--- config.mk ---
export PLATFORM = sky130hd
export DESIGN_NAME = bcd_scan_display
export DESIGN_NICKNAME = d
export VERILOG_FILES = /design/src/rtl/bcd_scan_display.sv
export SDC_FILE = /design/constraint.sdc
export NUM_CORES = 1
export LEC_CHECK = 0
export CAP_MARGIN = 20
export CORE_MARGIN = 2
export CORE_UTILIZATION = 45
export DETAILED_ROUTE_END_ITERATION = 10
export PLACE_DENSITY = 0.73
export SLEW_MARGIN = 10
export SYNTH_ARGS = -nofsm -noshare
export SYNTH_HDL_FRONTEND = slang
export SYNTH_SLANG_ARGS = --single-unit
--- constraint.sdc ---
create_clock -name clk -period 2.4 [get_ports clk]
set_input_delay 0.36 -clock clk [delete_from_list [all_inputs] [get_ports clk]]
set_output_delay 0.36 -clock clk [all_outputs]
set_load 0.1 [all_outputs]
--- src/rtl/bcd_scan_display.sv ---
// bcd_scan_display: multiplexed 7-segment scan driver with frame-synchronous digit capture
module bcd_scan_display #(
  parameter int DIGITS      = 4,
  parameter int REFRESH_DIV = 1000
) (
  input  logic                  clk,
  input  logic                  rst,
  input  logic                  en,
  input  logic                  blank_lz,
  input  logic [4*DIGITS-1:0]   bcd_in,
  output logic [6:0]            seg,
  output logic [DIGITS-1:0]     an,
  output logic                  frame_tick
);
  localparam int CW = $clog2(REFRESH_DIV);
  localparam int IW = $clog2(DIGITS);
  // Segment patterns indexed by BCD code; codes 10-15 show a dash.
  localparam logic [111:0] SEG_LUT = {{6{7'h40}}, 7'h6F, 7'h7F, 7'h07, 7'h7D, 7'h6D,
                                      7'h66, 7'h4F, 7'h5B, 7'h06, 7'h3F};

  logic [CW-1:0]       cnt_q, cnt_d;
  logic [IW-1:0]       idx_q, idx_d;
  logic [4*DIGITS-1:0] snap_q, snap_d;
  logic [6:0]          seg_q, seg_d;
  logic [DIGITS-1:0]   an_q, an_d, lz;
  logic                cap_q, cap_d, ft_q, ft_d, tick, last, acc;
  logic [3:0]          cur;

  // Next-state: prescaler, digit index, frame snapshot and registered display outputs.
  // lz[i] is set when snapshot digits DIGITS-1 down to i are all zero.
  always_comb begin
    tick   = en & (cnt_q == CW'(REFRESH_DIV - 1));
    last   = idx_q == IW'(DIGITS - 1);
    acc    = 1'b1;
    lz     = '0;
    for (int i = DIGITS - 1; i >= 0; i--) begin
      acc   = acc & (snap_q[4*i +: 4] == 4'd0);
      lz[i] = acc;
    end
    cur    = snap_q[{idx_q, 2'b00} +: 4];
    cnt_d  = !en ? cnt_q : tick ? '0 : cnt_q + CW'(1);
    idx_d  = !tick ? idx_q : last ? '0 : idx_q + IW'(1);
    snap_d = (tick && last) ? bcd_in : snap_q;
    an_d   = en ? DIGITS'(1) << idx_q : an_q;
    seg_d  = !en ? seg_q
           : (blank_lz && idx_q != '0 && lz[idx_q]) ? 7'h00
           : SEG_LUT[int'(cur) * 7 +: 7];
    cap_d  = en ? (tick & last) : cap_q;
    ft_d   = en & cap_q;
  end

  // State registers; reset clears the display immediately without waiting for a clock.
  always_ff @(posedge clk or posedge rst) begin
    if (rst) begin
      cnt_q  <= '0;
      idx_q  <= '0;
      snap_q <= '0;
      seg_q  <= '0;
      an_q   <= '0;
      cap_q  <= 1'b0;
      ft_q   <= 1'b0;
    end else begin
      cnt_q  <= cnt_d;
      idx_q  <= idx_d;
      snap_q <= snap_d;
      seg_q  <= seg_d;
      an_q   <= an_d;
      cap_q  <= cap_d;
      ft_q   <= ft_d;
    end
  end

  assign seg        = seg_q;
  assign an         = an_q;
  assign frame_tick = ft_q;
endmodule

---- Word-level counts from Yosys, hierarchy flattened ----
Index checks and enable logic that the tools add are counted.
W data, S select, Z words.
cells by class
  add/subtract/negate cells ............... 2
  multipliers ............................. 1
  order comparisons ....................... 1
  eq/ne operators ......................... 2
  shift-type cells ........................ 3
  mux-type cells .......................... 5
  bitwise logic cells ..................... 6
  reductions and logical operators ........ 8
operator list
  operator                    number
  $shiftx A112 B8 Y7 const A  1
  $logic_not A4 Y1            4
  $shiftx A16 B5 Y4           1
  $add A10 B1 Y10 const B     1
  $eq A10 B10 Y1 const B      1
  $mux W10                    1
  $mul A4 B3 Y7 const B       1
  $mux W7                     1
  $and A1 B1 Y1               6
  $shl A1 B2 Y4 const A       1
  $logic_and A1 B1 Y1         3
  $lt A2 B3 Y1 const B        1
  $add A2 B1 Y2 const B       1
  $bmux W1 S2                 1
  $eq A2 B2 Y1 const B        1
  $mux W2                     1
  $reduce_bool A2 Y1          1
  $mux W1                     1
word-level totals
  bits in registers ....................... 41
  bits of input ports ..................... 20
  output and inout port bits .............. 12
  logic and storage cells ................. 35

---- Longest topological paths before layout ----
  depth in word-level cells ............... 8
  depth in mapped cells ................... 7
  mapped depth without buffers ............ 6

---- Worst setup path before layout ----
No wires, ideal clock.
  path type ............................... flip-flop to flip-flop
  start ................................... register idx_q[0]
  end ..................................... register seg_q[3] (netlist: seg[3])
  setup time .............................. 143 ps
  arrival ................................. 1776 ps
  required time ........................... 2257 ps
  slack ................................... 482 ps
  cell stages (with the launch flop) ...... 8
  buffers on the path ..................... 1
  period minus slack after synthesis ...... 1918 ps
  cell sequence ........................... dfrtp_1 > buf_2 > mux4_2 > inv_1 > ha_1 > nand2b_1 > a21oi_1 > o22ai_1
between the ends
  word-level cells in the longest chain between the ends .. 4
  elaborated cells between the ends (all ways) .. 9
  those cells by class .................... mul: 1; shift: 2; mux: 3; reduce/logical: 3
ends and longest elaborated chain
  item                                                              RTL line  source
  start: declaration                                                22        logic [IW-1:0] idx_q, idx_d;
  start signal: assignment                                          64        idx_q <= idx_d;
  $shiftx A16 B5 Y4, or another cell as far along                   40        cur = snap_q[{idx_q, 2'b00} +: 4];
  $mul A4 B3 Y7, or another cell as far along                       47        : SEG_LUT[int'(cur) * 7 +: 7];
  $shiftx A112 B8 Y7 / $logic_and A1 B1 Y1 (equally long branches)  47, 46
  $mux W7 (*)                                                       46        : (blank_lz && idx_q != '0 && lz[idx_q]) ? 7'h00
  end signal: assignment                                            66        seg_q <= seg_d;
  end: declaration                                                  24        logic [6:0] seg_q, seg_d;
Every way passes the cells marked *; elsewhere a longest branch is shown, timed or not. The select of a mux whose other input is x is not followed.
A chain may end at the register's enable or synchronous reset.

---- Worst setup path in the final report ----
Ends and elaborated chain as after synthesis.

==> summary.txt <==
Timing
  • Slew HR: 0.663
  • Worst slew pin tran: 0.506 ns
  • RSZ-0062 raised after global routing: false
  • Tcrit/Tclk final: 0.874
  • Fmax: ~480 MHz
  • Final hold vios: 0
  • Worst Clk Skew: between 0.005 and 0.006 ns
  • Slew Limit Fails: 0
  • Setup Viol. Count Final: 0
  • Setup_tns: 0 ns
  • Final worst path period need: between 2 and 2.5 ns

Clock tree
  • CTS clk-pin slew, worst paths: around 0.080 ns
  • Post-CTS Resized: 0
  • TritonCTS Sinks: between 40 and 50
  • Setup bufs post-CTS: 0
  • Clk Latency, worst-skew pair: 0.29 ns
  • CTS max path bufs: 2
  • CTS Hold Bufs: 0
  • Root buffer cell: clkbuf_8
  • CTS tree: built
  • H-tree levels: 2
  • TritonCTS buffer count: 5

Logic synthesis
  • YS warnings: 0
  • Unique masters post-synth: 35
  • Async SR Flop Fraction: 1.00
  • Syn_area_per_cell: 11.8 µm²
  • Post-synthesis sequential area ratio: 0.498
  • Top-count cell post-synth: dfrtp_1
  • Synth area leaders: dfrtp_1 (50%), mux2_4 (6.6%), mux2_2 (6.6%)
  • Leading area contributor after synthesis: dfrtp_1
  • Syn nets: between 200 and 250
  • Number of synthesized flops with an enable pin: 0
  • Synth Flop Type: dfrtp_1
  • Post-synth top area share: 0.498
  • Post-Synthesis Cells: 175
  • #FFs+latches synth: between 40 and 50
  • Mapped cell area: slightly above 0.002 mm²
  • Synth top cells by count: dfrtp_1 (41), inv_1 (19), mux2_2 (12)

Setup path
  • WP data required: 2.57 ns
  • Crit path DAT: 2.27 ns
  • Crit path launch type: register
  • Crit end category: register
  • Critical path peak fanout: 10
  • Worst setup path class: register to register

Floorplan
  • Initial Util: 0.469
  • Die Y: between 70 and 80 µm
  • Rows: 24
  • Std-Cell Core Area: 0.00438 mm²
  • Die W: between 70 and 80 µm
  • Io pins: 32
  • Die area: just over 0.005 mm²

Placed design
  • HPWL after DPL: 2.63 mm
  • Routability congestion estimate from global placement: ~0.76
  • Port Buf Inserts: 31

Cells and area
  • Fillers: 379
  • Area growth syn-to-layout: 23.6%
  • Share of layout cells above drive strength 1: 0.244
  • Antenna Cells: 0
  • Final nets: between 200 and 250
  • Reg area: just over 0.001 mm²
  • Multi-input logic area: a little over 900 µm²

Hold path
  • Min-delay worst type: primary input to async pin

Flow run
  • Max_cap viols: 0

GRT
  • Largest net degree at the start of global routing: between 40 and 50
  • First-pass GRT wire length: between 6 and 7 mm
  • GRT Total Usage: 0.161
  • Remaining global-route overflow: 0
  • Initial antenna violation count: 0
  • Vias in the first global route: 1378

Drt
  • Initial DRC count: about 150
  • WL/cell: between 10 and 15 µm
  • DRC viols: 0
  • Vias per cell: slightly above 5
  • Via Count: between 1000 and 1500
  • Antenna Nets Post-Route: 0
  • Drt first pass iters: 4
  • Routed wire length: around 3.6 mm

Pwr
  • Sw Share: 0.268
  • Worst vdd ir: between 0.3 and 0.4 mV
  • Tot Pwr: 0.00174 W
  • NetSw: roughly 0.00047 W
  • Reg power frac: 0.473
  • Internal: around 0.0013 W
  • Share of total power in combinational logic: 0.152
  • Clock power share: 0.375
  • Pwr dens: around 700 mW/mm²
  • P_leak: between 1 and 1.5 nW

Status
  • Status: complete, no violations
-- flip-flops by register name, indices dropped and copies added, names as in the netlist --
name / cells
cap_q: 1
snap_q: 16
cnt_q: 10
seg: 7
an: 4
idx_q: 2
frame_tick: 1
-- critical path: stages (launching register included) --
cell      delay (ns)
dfrtp_1         0.59
inv_1           0.14
ha_1            0.25
nor4b_1         0.33
o311ai_0        0.22
o211ai_1        0.21
buf_4           0.16
o22ai_1         0.08
-- worst paths after layout --
path / start / end / slack [ns] / depth (start not counted)
max: idx_q[0] / seg[3] / 0.30 / 7
min: rst / cnt_q[8] / 0.50 / 3
max reg2reg: idx_q[0] / seg[3] / 0.30 / 7
min reg2reg: an[2] / an[2] / 0.51 / 1
max in group asynchronous: rst / an[0] / 1.56 / 3
min in group clk: an[2] / an[2] / 0.51 / 1
-- power by group through the flow --
stage	clock [W]	sequential, W	combinational (W)
2_1_floorplan	0	0.000886	0.000128
3_3_place_gp	0	0.000831	0.000262
3_5_place_dp	0	0.000835	0.000265
4_1_cts	0.000669	0.000822	0.000266
5_1_grt	0.000693	0.000836	0.000294
6_report	0.000653	0.000822	0.000265
-- cells by family after synthesis --
logic type                 count (synthesis)  share of synthesized area
muxes                                     25                      0.175
AOI/OAI and AO/OA                         25                     0.0736
buffers and inverters                     25                     0.0498
adders and majority gates                 10                     0.0608
DFF                                       41                      0.498
and+or+nand+nor                           43                      0.117
xor gates and xnor gates                   6                     0.0255
-- stage by stage --
step,hold slack (ns),area [µm²],util,cells,setup slack (ns)
floorplan,0.458,2060,-,175,0.482
global placement,0.489,2400,0.548,256,0.138
detailed placement,0.497,2400,0.548,256,0.138
CTS,0.516,2540,0.578,264,0.111
global route,0.537,2540,0.580,265,0.0856
finish,0.495,2540,0.580,265,0.301
-- final cells by class --
class | instances | area share
Multi-Input combinational cell | 109 | 0.365
Clock buffer | 5 | 0.0271
Timing Repair Buffer | 36 | 0.125
Tap cell | 52 | 0.0256
Sequential cell | 41 | 0.403
Clock inverter | 3 | 0.0256
Inverter | 19 | 0.0280
-- metal layers --
metal / wire (µm) / vias up / track usage / part of all wire
met4: 77 / 0 / 0.0755 / 0.022
li1: - / 683 / - / -
met5: 0 / - / 0 / 0
met3: 174 / 7 / 0.0366 / 0.049
met2: 1600 / 32 / 0.242 / 0.45
met1: 1700 / 638 / 0.224 / 0.48
-- layout by cell type, fill, tap and decap left out, drive strengths merged --
cell | Yosys | final
a21o | 1 | 1
a21oi | 6 | 6
and2 | 3 | 3
and3 | 1 | 1
buf | 3 | 17
bufinv | 0 | 2
clkbuf | 3 | 5
clkdlybuf4s50 | 0 | 19
clkinv | 0 | 1
dfrtp | 41 | 41
ha | 10 | 10
inv | 19 | 19
mux2 | 21 | 21
mux4 | 4 | 4
nand2 | 9 | 9
nand2b | 2 | 2
nand3 | 3 | 3
nand4 | 2 | 2
nor2 | 11 | 11
nor2b | 1 | 1
nor3 | 2 | 2
nor4 | 6 | 6
nor4b | 1 | 1
o211ai | 1 | 1
o21ai | 6 | 6
o22ai | 9 | 9
o311ai | 1 | 1
o41a | 1 | 1
or3 | 1 | 1
or3b | 1 | 1
xnor2 | 5 | 5
xor2 | 1 | 1
(Power assumes the default switching activity.)
